===== src/rtl/regfile_access_seq.sv =====
// Initiator for a level-sensitive register bank: queues read-pair/write commands in an
// in-order FIFO and sequences glitch-safe bank cycles. Option: REGSEQ_WRITE_ACK_EN.
module regfile_access_seq #(
   parameter int DEPTH = 4,
   parameter int AW    = 5,
   parameter int DW    = 32
) (
   input  logic          clk,
   input  logic          rst,
   input  logic          cmd_valid,
   output logic          cmd_ready,
   input  logic          cmd_wr,
   input  logic [AW-1:0] cmd_a,
   input  logic [AW-1:0] cmd_b,
   input  logic [DW-1:0] cmd_wd,
   output logic          rsp_valid,
   input  logic          rsp_ready,
   output logic [DW-1:0] rsp_d1,
   output logic [DW-1:0] rsp_d2,
   output logic          RegEn,
   output logic [AW-1:0] RR1,
   output logic [AW-1:0] RR2,
   output logic [AW-1:0] WA,
   output logic [DW-1:0] WD,
   input  logic [DW-1:0] DR1,
   input  logic [DW-1:0] DR2,
   output logic          busy
);

   localparam int PW = $clog2(DEPTH);
   localparam logic [PW:0] FULL_CNT = (PW+1)'(DEPTH);

   typedef enum logic [2:0] {
      S_IDLE, S_WR_SETUP, S_WR_PULSE, S_WR_HOLD, S_RD_ADDR, S_RD_CAP, S_RSP
   } state_t;

   state_t        state_q, state_d;
   logic [PW-1:0] wr_ptr_q, wr_ptr_d, rd_ptr_q, rd_ptr_d;
   logic [PW:0]   count_q, count_d;
   logic          cmd_ready_q, cmd_ready_d;
   logic          busy_q, busy_d;
   logic          regen_q, regen_d;
   logic [AW-1:0] rr1_q, rr1_d, rr2_q, rr2_d, wa_q, wa_d;
   logic [DW-1:0] wd_q, wd_d;
   logic          rsp_valid_q, rsp_valid_d;
   logic [DW-1:0] rsp_d1_q, rsp_d1_d, rsp_d2_q, rsp_d2_d;
   logic          push_s, pop_s;

   logic          fifo_wr_q [DEPTH];
   logic [AW-1:0] fifo_a_q  [DEPTH];
   logic [AW-1:0] fifo_b_q  [DEPTH];
   logic [DW-1:0] fifo_wd_q [DEPTH];

   // Pop is based on the registered count, so an entry pushed into an empty FIFO
   // is never popped in the same cycle.
   always_comb begin
      push_s = cmd_valid && cmd_ready_q;
      pop_s  = (state_q == S_IDLE) && (count_q != '0);

      wr_ptr_d = wr_ptr_q;
      rd_ptr_d = rd_ptr_q;
      count_d  = count_q;
      if (push_s) begin
         wr_ptr_d = wr_ptr_q + PW'(1);
      end else begin
         wr_ptr_d = wr_ptr_q;
      end
      if (pop_s) begin
         rd_ptr_d = rd_ptr_q + PW'(1);
      end else begin
         rd_ptr_d = rd_ptr_q;
      end
      case ({push_s, pop_s})
         2'b10:   count_d = count_q + (PW+1)'(1);
         2'b01:   count_d = count_q - (PW+1)'(1);
         default: count_d = count_q;
      endcase
   end

   // Sequencer next state; address/data registers double as the working register.
   always_comb begin
      state_d     = state_q;
      regen_d     = 1'b0;
      rr1_d       = rr1_q;
      rr2_d       = rr2_q;
      wa_d        = wa_q;
      wd_d        = wd_q;
      rsp_valid_d = rsp_valid_q;
      rsp_d1_d    = rsp_d1_q;
      rsp_d2_d    = rsp_d2_q;
      case (state_q)
         S_IDLE: begin
            if (pop_s) begin
               if (fifo_wr_q[rd_ptr_q]) begin
                  state_d = S_WR_SETUP;
                  wa_d    = fifo_a_q[rd_ptr_q];
                  wd_d    = fifo_wd_q[rd_ptr_q];
               end else begin
                  state_d = S_RD_ADDR;
                  rr1_d   = fifo_a_q[rd_ptr_q];
                  rr2_d   = fifo_b_q[rd_ptr_q];
               end
            end else begin
               state_d = S_IDLE;
            end
         end
         S_WR_SETUP: begin
            state_d = S_WR_PULSE;
            regen_d = 1'b1;
         end
         S_WR_PULSE: state_d = S_WR_HOLD;
         S_WR_HOLD: begin
`ifdef REGSEQ_WRITE_ACK_EN
            state_d     = S_RSP;
            rsp_valid_d = 1'b1;
            rsp_d1_d    = wd_q;
            rsp_d2_d    = '0;
`else
            state_d = S_IDLE;
`endif
         end
         S_RD_ADDR: state_d = S_RD_CAP;
         S_RD_CAP: begin
            state_d     = S_RSP;
            rsp_valid_d = 1'b1;
            rsp_d1_d    = DR1;
            rsp_d2_d    = DR2;
         end
         S_RSP: begin
            if (rsp_ready) begin
               state_d     = S_IDLE;
               rsp_valid_d = 1'b0;
            end else begin
               state_d = S_RSP;
            end
         end
         default: begin
            state_d     = S_IDLE;
            rsp_valid_d = 1'b0;
         end
      endcase
      cmd_ready_d = (count_d != FULL_CNT);
      busy_d      = (count_d != '0) || (state_d != S_IDLE);
   end

   // State and registered outputs; reset also drops RegEn immediately.
   always_ff @(posedge clk or posedge rst) begin
      if (rst) begin
         state_q     <= S_IDLE;
         wr_ptr_q    <= '0;
         rd_ptr_q    <= '0;
         count_q     <= '0;
         cmd_ready_q <= 1'b1;
         busy_q      <= 1'b0;
         regen_q     <= 1'b0;
         rr1_q       <= '0;
         rr2_q       <= '0;
         wa_q        <= '0;
         wd_q        <= '0;
         rsp_valid_q <= 1'b0;
         rsp_d1_q    <= '0;
         rsp_d2_q    <= '0;
      end else begin
         state_q     <= state_d;
         wr_ptr_q    <= wr_ptr_d;
         rd_ptr_q    <= rd_ptr_d;
         count_q     <= count_d;
         cmd_ready_q <= cmd_ready_d;
         busy_q      <= busy_d;
         regen_q     <= regen_d;
         rr1_q       <= rr1_d;
         rr2_q       <= rr2_d;
         wa_q        <= wa_d;
         wd_q        <= wd_d;
         rsp_valid_q <= rsp_valid_d;
         rsp_d1_q    <= rsp_d1_d;
         rsp_d2_q    <= rsp_d2_d;
      end
   end

   // Command storage; stale contents are harmless since the count gates reads.
   always_ff @(posedge clk) begin
      if (push_s) begin
         fifo_wr_q[wr_ptr_q] <= cmd_wr;
         fifo_a_q[wr_ptr_q]  <= cmd_a;
         fifo_b_q[wr_ptr_q]  <= cmd_b;
         fifo_wd_q[wr_ptr_q] <= cmd_wd;
      end
   end

   assign cmd_ready = cmd_ready_q;
   assign busy      = busy_q;
   assign RegEn     = regen_q;
   assign RR1       = rr1_q;
   assign RR2       = rr2_q;
   assign WA        = wa_q;
   assign WD        = wd_q;
   assign rsp_valid = rsp_valid_q;
   assign rsp_d1    = rsp_d1_q;
   assign rsp_d2    = rsp_d2_q;

endmodule

===== config.mk =====
export PLATFORM = sky130hd
export DESIGN_NAME = regfile_access_seq
export DESIGN_NICKNAME = d
export VERILOG_FILES = /design/src/rtl/regfile_access_seq.sv
export SDC_FILE = /design/constraint.sdc
export NUM_CORES = 1
export LEC_CHECK = 0
export ABC_AREA = 1
export BUFFER_PORTS_ARGS = -buffer_cell sky130_fd_sc_hd__buf_2
export CORE_ASPECT_RATIO = 1.75
export CORE_UTILIZATION = 40
export CTS_BUF_LIST = sky130_fd_sc_hd__clkbuf_4 sky130_fd_sc_hd__clkbuf_8
export DETAILED_ROUTE_END_ITERATION = 7
export PLACE_DENSITY = 0.59
export SYNTH_ARGS = -nofsm -noshare
export SYNTH_HDL_FRONTEND = slang
export SYNTH_SLANG_ARGS = --single-unit

===== constraint.sdc =====
create_clock -name clk -period 4.19 [get_ports clk]
set_input_delay 0.2095 -clock clk [delete_from_list [all_inputs] [get_ports clk]]
set_output_delay 0.2095 -clock clk [all_outputs]
set_load 0.05 [all_outputs]

# Word level (Yosys, flattened, before mapping)
# Memory sizes are Yosys's and may differ from the RTL's. A register that Yosys moved wholly into a read port is not among the register bits.
# Cells that the tools add are included.
[word_totals]
regBits = 88
mem_bits_rw = 172
in_bits = 111
out_inout_bits = 115
memories = 4
[mem_list]
columns = ["memory", "depth", "word_bits", "read_ports", "rd_ports_with_merged_regs", "write_ports", "line", "source"]
rows = [
  ["fifo_wd_q", 4, 32, 1, 1, 1, "52", "logic [DW-1:0] fifo_wd_q [DEPTH];"],
  ["fifo_a_q", 4, 5, 1, 0, 1, "50", "logic [AW-1:0] fifo_a_q [DEPTH];"],
  ["fifo_b_q", 4, 5, 1, 1, 1, "51", "logic [AW-1:0] fifo_b_q [DEPTH];"],
  ["fifo_wr_q", 4, 1, 1, 0, 1, "49", "logic fifo_wr_q [DEPTH];"],
]
[classes]
add_sub_neg = 4
n_eq_ne = 10
muxes = 10
n_bitwise = 2
n_reduce_logical = 11
[op_table]
columns = ["cell", "n"]
rows = [
  ["3-bit case mux with 6 select lines", 1],
  ["3-bit equality test, second input constant", 3],
  ["3-bit two-way mux", 3],
  ["3-bit nonzero test", 3],
  ["3-bit by 2-bit equality test with 1-bit output, second input constant", 2],
  ["3-bit case mux with 2 select lines", 1],
  ["3-bit AND reduction", 2],
  ["5-bit OR reduction", 1],
  ["2-bit by 1-bit adder with 2-bit output, second input constant", 2],
  ["1-bit two-way mux", 4],
  ["3-bit by 1-bit adder with 3-bit output, second input constant", 1],
  ["3-bit by 1-bit equality test with 1-bit output, second input constant", 1],
  ["3-bit logical NOT", 1],
  ["3-bit != test, second input constant", 1],
  ["1-bit case mux with 3 select lines", 1],
  ["3-bit by 1-bit subtractor with 3-bit output, second input constant", 1],
  ["2-bit by 1-bit equality test with 1-bit output, second input constant", 1],
  ["2-bit equality test, second input constant", 1],
  ["1-bit logical AND", 2],
  ["2-bit != test, second input constant", 1],
  ["1-bit NOT", 2],
  ["2-bit AND reduction", 1],
  ["1-bit logical OR", 1],
]

# Depth between registers and ports, before layout
# Gate-level depths: netlist of the first run.
[logic_depth]
ltp_word = 6
mapped_depth = 14
mapped_depth_nobuf = 14

# Least setup slack after synthesis of the first run
# OpenSTA, ideal clock, no wires.
[synth_timing]
path_kind = "reg-to-reg"
start = "register cmd_ready_q, in the netlist cmd_ready"
end = "memory fifo_a_q[0][0], enable pin"
t_arrival_ns = 2.747
t_required_ns = 3.746
setup_slack_ns = 1.000
stages_incl_launch_ff = 3
path_buffers = 0
period_less_slack_ns = 3.190
path_cell_list = "dfstp_2 nand2_1 nor2_1"
[synth_between]
elab_chain_cells = 3
[synth_lines]
columns = ["item", "line", "source"]
rows = [
  ["start: declaration", "40", "logic cmd_ready_q, cmd_ready_d;"],
  ["start signal: assignment", "168", "cmd_ready_q <= cmd_ready_d;"],
  ["1-bit logical AND", "57", "push_s = cmd_valid && cmd_ready_q;"],
  ["1-bit two-way mux", "183", "if (push_s) begin"],
  ["1-bit two-way mux (implied by the code)", "185", "fifo_a_q[wr_ptr_q] <= cmd_a;"],
  ["end: declaration", "50", ""],
]
# Every way passes these cells.

# Worst setup path after layout of the first run
[layout_timing]
start = "register rd_ptr_q[1]"
end = "register busy_q, in the netlist busy"
[layout_between]
elab_chain_cells = 6
[layout_lines]
columns = ["item", "line", "source"]
rows = [
  ["start: declaration", "38", "logic [PW-1:0] wr_ptr_q, wr_ptr_d, rd_ptr_q, rd_ptr_d;"],
  ["start signal: assignment", "166", "rd_ptr_q <= rd_ptr_d;"],
  ["memory 4 x 1 bit", "--", ""],
  ["3-bit two-way mux", "94", "if (fifo_wr_q[rd_ptr_q]) begin"],
  ["3-bit two-way mux", "93", "if (pop_s) begin"],
  ["3-bit case mux with 6 select lines", "91", "case (state_q)"],
  ["3-bit nonzero test", "143", "busy_d = (count_d != '0) || (state_d != S_IDLE);"],
  ["1-bit logical OR", "143", ""],
  ["net busy_d", "41", "logic busy_q, busy_d;"],
  ["end signal: assignment", "169", "busy_q <= busy_d;"],
  ["end: declaration", "41", ""],
]
# The timed path passes the listed nets, and every way through them passes these cells.
# A chain may end at the register's enable or synchronous reset.

==> results of run 1 <==
[stage by stage]
stage          hold WS [ns]  cells    util  instance area [um^2]
6_report             0.3358   1724  0.5253                 14750
5_1_grt              0.3676   1723  0.5252                 14740
4_1_cts              0.3330   1722  0.5251                 14740
3_5_place_dp         0.4106   1540  0.4565                 12820
3_3_place_gp         0.4114   1540  0.4565                 12820
2_1_floorplan        0.3084    984       -                 11440
[registers in the layout, summed over array words and instances (netlist names)]
signal	flops
rsp_valid	1
RR2	5
fifo_wd_q	128
cmd_ready	1
busy	1
rsp_d2	32
wr_ptr_q	2
RegEn	1
count_q	3
rd_ptr_q	2
fifo_b_q	20
fifo_a_q	20
state_q	3
rsp_d1	32
WA	5
RR1	5
WD	32
fifo_wr_q	4
[power by group]
group	leakage [nW]	switching, W	internal [W]	total [W]
registers	3.10	0.000477	0.00404	0.00452
clock network	0.448	0.00106	0.00118	0.00224
logic	3.01	0.00389	0.00122	0.00510
[logic make-up (layout without fill, tap and decap cells)]
| group | count (synthesis) | in the layout |
|---|---|---|
| buf+inv | 84 | 449 |
| fa+ha+maj | 6 | 6 |
| simple gates | 454 | 454 |
| other cells | 0 | 2 |
| flops | 297 | 297 |
| xor+xnor | 2 | 2 |
| compound gates | 141 | 141 |
[layout by cell type (no fill, tap or decap), types with 7 or more instances in the layout]
master	Yosys	final
sky130_fd_sc_hd__edfxtp_1	172	172
sky130_fd_sc_hd__dlygate4sd3_1	0	109
sky130_fd_sc_hd__inv_1	31	30
sky130_fd_sc_hd__o211ai_1	10	10
sky130_fd_sc_hd__buf_4	7	7
sky130_fd_sc_hd__clkbuf_4	0	11
sky130_fd_sc_hd__o21ai_0	81	81
sky130_fd_sc_hd__a21oi_1	8	8
sky130_fd_sc_hd__clkbuf_8	0	50
sky130_fd_sc_hd__dfrtp_1	124	122
sky130_fd_sc_hd__nor2_1	105	101
sky130_fd_sc_hd__nand2_1	330	330
sky130_fd_sc_hd__o22ai_1	32	32
sky130_fd_sc_hd__buf_2	20	225
sky130_fd_sc_hd__nor2_4	2	7
[worst max-delay path, stage by stage (launching register included)]
cell and delay [ns]:
sky130_fd_sc_hd__dfrtp_2 0.91, sky130_fd_sc_hd__inv_2 0.59, sky130_fd_sc_hd__nand3_2 0.30, sky130_fd_sc_hd__nand2_4 0.12, sky130_fd_sc_hd__nor2_4 0.74, sky130_fd_sc_hd__nor2_1 0.14
sky130_fd_sc_hd__nand3_1 0.13
[worst max-delay path by stage]
stage,startpoint,endpoint,slack [ns],depth (start not counted)
after floorplan,rst,RR1[0],0.65,1
after global placement,rd_ptr_q[1],busy,1.19,6
after detailed placement,rd_ptr_q[1],busy,1.13,6
after CTS,rd_ptr_q[1],busy,1.12,6
after global routing,rd_ptr_q[1],busy,0.97,6
final,rd_ptr_q[1],busy,1.18,6
[layer usage]
| metal | wire, um | GRT usage |
|---|---|---|
| met1 | 10470 | 0.1906 |
| met2 | 14240 | 0.3435 |
| met3 | 1521 | 0.03696 |
| met4 | 787 | 0.07727 |
| met5 | 0 | 0 |
[layout make-up]
cell class	instances	area (um^2)
Timing Repair Buffer	341	2270
Multi-Input combinational cell	603	2730
Clock buffer	61	770.7
Antenna cell	2	5.005
Clock inverter	12	63.81
Fill cell	2484	13330
Tap cell	373	466.7
Sequential cell	297	8299
Inverter	35	141.4
==> qor_table.md, run 1 <==
| Metric | Reported | Unit |
| --- | --- | --- |
| Initial Utilization | 0.4076 | - |
| Worst hold-check path type | input pin to async pin | - |
| Clock slew at the register clock pins of the worst setup and hold paths | 0.06 | ns |
| Post-CTS Setup Repair Bufs | 0 | - |
| Shortest period the worst path allows | 3.010 | ns |
| Number of resized instances in the post-cts repair step | 0 | - |
| Count of input and output buffers | 225 | - |
| Max clock buf depth | 3 | - |
| First-pass GRT wire length | 40.53 | mm |
| Multiplexer share of the synthesized area | 0 | - |
| Highest attainable clock frequency | 332.3 | MHz |
| Via total after detailed routing | 8206 | - |
| Area share of the largest cell type after synthesis | 0.4513 | - |
| Total negative setup slack | 0 | ns |
| Unique cell type count in the Yosys netlist | 30 | - |
| Synthesized flop and latch total | 297 | - |
| Main combinational cell family by area after synthesis | simple AND/OR/NAND/NOR gates | - |
| Power density of the placed cells | 804.4 | nW/um^2 |
| Placement Setup Slack | 1.128 | ns |
| Summed instance area of the synthesized netlist | 11440 | um^2 |
| # Max-Cap Violations | 0 | - |
| Total Nets Final | 1436 | - |
| Destination of the worst register-to-register timing path | busy | - |
| WL per Instance | 15.67 | um |
| Clk sink count | 297 | - |
| Critical path fanouts, max | 48 | - |
| Most area-hungry cell type in the Yosys netlist | sky130_fd_sc_hd__edfxtp_1 | - |
| Synthesized area divided by synthesized cell count | 11.63 | um^2 |
| Area share of and/or/nand/nor cells after synthesis | 0.1578 | - |
| 1st-pass router iterations | 4 | - |
| Row cnt | 81 | - |
| Area added between synthesis and finish | 28.86 | % |
| Weighted congestion at the end of routability-driven global placement | 0.7198 | - |
| Total Power | 0.01186 | W |
| Final WL | 27.02 | mm |
| Full die area | 29320 | um^2 |
| Slack of the worst reg-to-reg path | 1.18 | ns |
| Proportion of layout cells with a drive suffix above 1 | 0.2461 | - |
| Maximum ir drop on the vdd rail | 0.4090 | mV |
| Violation count after the first detailed-routing iteration | 345 | - |
| Outcome | finished, final reports clean | - |
| Number of vias per cell | 4.760 | - |
| Most frequent cells after synthesis | sky130_fd_sc_hd__nand2_1, sky130_fd_sc_hd__edfxtp_1, sky130_fd_sc_hd__dfrtp_1 | - |
| Synthesis Warnings | 0 | - |
| Seq/Total Area, Yosys | 0.7248 | - |
| Crit share post-route | 0.7183 | - |
| Worst R2R Path Depth | 6 | - |
| RSZ-0062 raised after global routing | no | - |
| Worst setup SP type | flop | - |
| Total clock buffers created by CTS | 41 | - |
| Most used flip-flop cell after synthesis | sky130_fd_sc_hd__edfxtp_1 | - |
| Worst-case setup margin in the final layout | 1.180 | ns |
| Req. time, crit path | 4.68 | ns |
| Final HPWL DP | 15.75 | mm |
| CTS Hold Buffers Added | 109 | - |
| Kind of critical path | flop to flop | - |
| Main area contributors after synthesis | sky130_fd_sc_hd__edfxtp_1, sky130_fd_sc_hd__dfrtp_1, sky130_fd_sc_hd__nand2_1, sky130_fd_sc_hd__o21ai_0, sky130_fd_sc_hd__nor2_1 | - |
| Compound-Gate Fraction of Synth Area | 0.06899 | - |
| Number of instances in the synthesized netlist | 984 | - |
| Critical path capture point type | flop | - |
| Pleak | 6.554 | nW |
| Worst R2R Start | rd_ptr_q[1] | - |
| Synth Area in XOR/XNOR | 0.001531 | - |
| Hold Vio Cnt, Final | 0 | - |
| Number of antenna violations at the first check in global routing | 1 | - |
| Cell with the most instances after synthesis | sky130_fd_sc_hd__nand2_1 | - |
| Number of flops mapped to enable cells by yosys | 172 | - |
| Arr. time, crit path | 3.50 | ns |
| Leftover overflow at the end of global routing | 0 | - |
| Clock latency on the worst-skew pair | 0.56 | ns |
| Final routed DRC violation total | 0 | - |
| Setup clock skew after layout | 0.01285 | ns |
| Root Driver | sky130_fd_sc_hd__clkbuf_8 | - |
| Antenna viol nets, final | 0 | - |
| # IOs | 226 | - |
| Count of H-tree levels built during CTS | 2 | - |
| Slew Limit Headroom | 0.2952 | - |
| Count of final max-slew check failures | 0 | - |
| Setup violations, final | 0 | - |
| Overall routing resource usage | 0.1818 | - |
| Horizontal die dimension | 129.9 | um |
| Vias in the first global route | 8021 | - |
| Area of the core | 28070 | um^2 |
| Async set-reset flop share out of synthesis | 0.4209 | - |
| Net count after synthesis | 1101 | - |
| Die outline height | 225.8 | um |
| Maximum number of pins on one net before global-route repair | 82 | - |
| Transition time of the tightest slew-check pin | 1.056 | ns |
| Adder-cell share of the synthesized area | 0.007216 | - |
| Clock tree from TritonCTS | built | - |
Power figures use the tool's default switching activity.
==> run 2, diff against run 1 <==
Settings changed: PLACE_DENSITY 0.59 to 0.61.
Clock period 4.19 ns to 2.5 ns, I/O delays scaled along.
==> qor_table.md, run 2 (synthesis gave the netlist of run 1 again) <==
| Metric | Reported | Unit | vs previous |
| --- | --- | --- | --- |
| 1st-pass router iterations | 4 | - | unchanged |
| Max clock buf depth | 3 | - | unchanged |
| # Max-Cap Violations | 0 | - | unchanged |
| Fin Hold WS | 0.1486 | ns | -0.1872 ns |
| Proportion of layout cells with a drive suffix above 1 | 0.2568 | - | +0.01068 |
| RSZ-0062 raised after global routing | no | - |  |
| Row cnt | 81 | - | unchanged |
| Setup violations, final | 0 | - | unchanged |
| Final WL | 27.42 | mm | +1.5% |
| Die outline height | 225.8 | um | unchanged |
| First-pass GRT wire length | 41.20 | mm | +1.7% |
| Arr. time, crit path | 2.75 | ns | -0.75 ns |
| Final standard cell count with taps included and fillers excluded | 1737 | - | +0.75% |
| Proportion of power drawn by flip-flops and latches | 0.370 | - | -0.011 |
| Critical Path Max Stage Delay | 0.49 | ns | -0.42 ns |
| WL per Instance | 15.79 | um | +0.73% |
| Shortest period the worst path allows | 2.321 | ns | -0.6883 ns |
| Total negative setup slack | 0 | ns | unchanged |
| Worst R2R Start | state_q[0] | - |  |
| Largest reg by FF count | fifo_wd_q | - |  |
| Number of fill cells | 2425 | - | -2.4% |
| Count of input and output buffers | 225 | - | unchanged |
| # IOs | 226 | - | unchanged |
| Worst R2R Path Depth | 11 | - | +5 |
| CP Launch Point | state_q[0] | - |  |
| Horizontal die dimension | 129.9 | um | unchanged |
| Placement Setup Slack | 0.2053 | ns | -0.9231 ns |
| Max reg flops | 128 | - | unchanged |
| Final HPWL DP | 15.94 | mm | +1.2% |
| Post-CTS Setup Repair Bufs | 0 | - | unchanged |
| Crit share post-route | 0.9285 | - | +0.2103 |
| Slowest CP cell | sky130_fd_sc_hd__fa_1 | - |  |
| Critical path capture point type | flop | - |  |
| Clock latency on the worst-skew pair | 0.56 | ns | about the same |
| Highest attainable clock frequency | 430.8 | MHz | +30% |
| Worst-case setup margin in the final layout | 0.1787 | ns | -1.002 ns |
| Count of H-tree levels built during CTS | 2 | - | unchanged |
| Series of cell instances along the critical path | nor2_4, nand2_4, nor2_8, ha_1, inv_1, fa_1, o21ai_0, nor2_1, nand2_1, nor2_1, nand3_1 | - |  |
| Antenna viol nets, final | 0 | - | unchanged |
| Leftover overflow at the end of global routing | 0 | - | unchanged |
| Total clock buffers created by CTS | 41 | - | unchanged |
| Power share of the combinational group | 0.434 | - | +0.004 |
| Setup clock skew after layout | 0.01927 | ns | +0.006419 ns |
| Root Driver | sky130_fd_sc_hd__clkbuf_8 | - |  |
| Hold Vio Cnt, Final | 0 | - | unchanged |
| Vias in the first global route | 8181 | - | +2.0% |
| Post-detailed-placement cell area | 12950 | um^2 | +1.0% |
| Hold_sp | cmd_valid | - |  |
| Transition time of the tightest slew-check pin | 0.6936 | ns | -0.3620 ns |
| Count of final max-slew check failures | 0 | - | unchanged |
| Most common cell after layout, fill and taps aside | sky130_fd_sc_hd__nand2_1 | - |  |
| Number of antenna violations at the first check in global routing | 1 | - | unchanged |
| Via total after detailed routing | 8279 | - | +0.89% |
| Overall routing resource usage | 0.1848 | - | +0.002936 |
| Clock power share | 0.196 | - | +0.007 |
| Kind of critical path | flop to flop | - |  |
| Worst setup SP type | flop | - |  |
| Clock tree from TritonCTS | built | - |  |
| Area of the core | 28070 | um^2 | unchanged |
| Total Nets Final | 1447 | - | +0.77% |
| Req. time, crit path | 2.93 | ns | -1.75 ns |
| Hold Crit Depth | 4 | - |  |
| Maximum ir drop on the vdd rail | 0.6743 | mV | +65% |
| Power spent charging and discharging nets | 0.009169 | W | +69% |
| Outcome | finished, final reports clean | - |  |
| Clk sink count | 297 | - | unchanged |
| Power density of the placed cells | 1357 | nW/um^2 | +69% |
| Weighted congestion at the end of routability-driven global placement | 0.7122 | - | -1.1% |
| Clock slew at the register clock pins of the worst setup and hold paths | 0.07 | ns | about the same |
| Slew Limit Headroom | 0.5376 | - | +0.2424 |
| Seq. cell area | 8299 | um^2 | unchanged |
| Critical path fanouts, max | 10 | - | -79% |
| Violation count after the first detailed-routing iteration | 310 | - | -10% |
| Most frequent cells in the layout | sky130_fd_sc_hd__nand2_1, sky130_fd_sc_hd__buf_2, sky130_fd_sc_hd__edfxtp_1 | - |  |
| Sw frac | 0.4526 | - | -0.004327 |
| Pleak | 6.653 | nW | +1.5% |
| Area added between synthesis and finish | 30.49 | % |  |
| Initial Utilization | 0.4076 | - | unchanged |
| Full die area | 29320 | um^2 | unchanged |
| Maximum number of pins on one net before global-route repair | 126 | - | +54% |
| Worst hold-check path type | input pin to flop | - |  |
| Area of all placed cells without fillers | 14930 | um^2 | +1.3% |
| Number of placed instances, taps included | 1551 | - | +0.71% |
| Final routed DRC violation total | 0 | - | unchanged |
| Internal power contribution | 0.01109 | W | +72% |
| Number of vias per cell | 4.766 | - | +0.13% |
| Combined area of the multi-input logic cells | 2730 | um^2 | unchanged |
| Top cell by count, worst path | sky130_fd_sc_hd__nor2_1 | - |  |
[run 2: cell types whose count changed in the layout (fill, tap and decap cells not counted)]
cell	change
sky130_fd_sc_hd__buf_4	+7
sky130_fd_sc_hd__clkinv_2	+5
sky130_fd_sc_hd__buf_12	+4
sky130_fd_sc_hd__clkinv_1	-4
sky130_fd_sc_hd__bufinv_16	+2
sky130_fd_sc_hd__clkbuf_8	-2
sky130_fd_sc_hd__clkinvlp_4	+2
sky130_fd_sc_hd__clkbuf_4	+1
sky130_fd_sc_hd__diode_2	-1
sky130_fd_sc_hd__inv_6	-1
[run 2: worst paths after layout]
path / end / slack (ns)
worst max-delay path: busy / 0.18
worst min-delay path: wr_ptr_q[0] / 0.15
worst max register to register: busy / 0.18
worst min register to register: rsp_d1[0] / 0.47
max in group asynchronous: rd_ptr_q[0] / 1.59
min in group asynchronous: rsp_d2[3] / 0.37
[run 2: cell type report]
cell class / count / share of cell area
multi-input cells: 603 / 0.1828
flip-flops and latches: 297 / 0.5558
inverters: 35 / 0.009384
clock inverters: 16 / 0.009468
repair buffers: 352 / 0.1609
clock buffers: 60 / 0.05027
diodes: 1 / 0.0001676
well taps: 373 / 0.03125
[run 2: metal layers]
metal,part of all wire,track usage,vias to the layer above
met5,0,0,-
met4,0.025,0.07464,0
met3,0.060,0.03814,45
met2,0.53,0.3517,263
met1,0.39,0.1924,3987
li1,-,-,3984
[run 2: power groups by stage]
stage                     sequential, W  combinational, W  clock [W]
after floorplan                  0.0106           0.00354          0
after global placement          0.00754           0.00864          0
after detailed placement        0.00758           0.00873          0
after CTS                       0.00749           0.00888    0.00412
after global routing            0.00765           0.00956    0.00430
final                           0.00749           0.00879    0.00398
[run 2: metrics by stage]
step / total power (W) / utilization
after floorplan: 0.01409 / -
final: 0.02026 / 0.5319
after global placement: 0.01618 / 0.4612
after detailed placement: 0.01631 / 0.4612
after CTS: 0.02049 / 0.5318
after global routing: 0.02151 / 0.5319
[run 2: timing repair]
item | 4_1_cts | 5_1_grt
resized for setup | 0 | 0
endpoints found under the hold margin | 363 | 0
hold buffers | 109 | 0
[run 2: critical path: cells and delay by family (launching register included)]
kind	cells	cell delay, ns
DFF	1	0.43
buffers and inverters	1	0.07
and+or+nand+nor	7	0.88
AOI/OAI and AO/OA	1	0.11
adders and majority gates	2	0.70
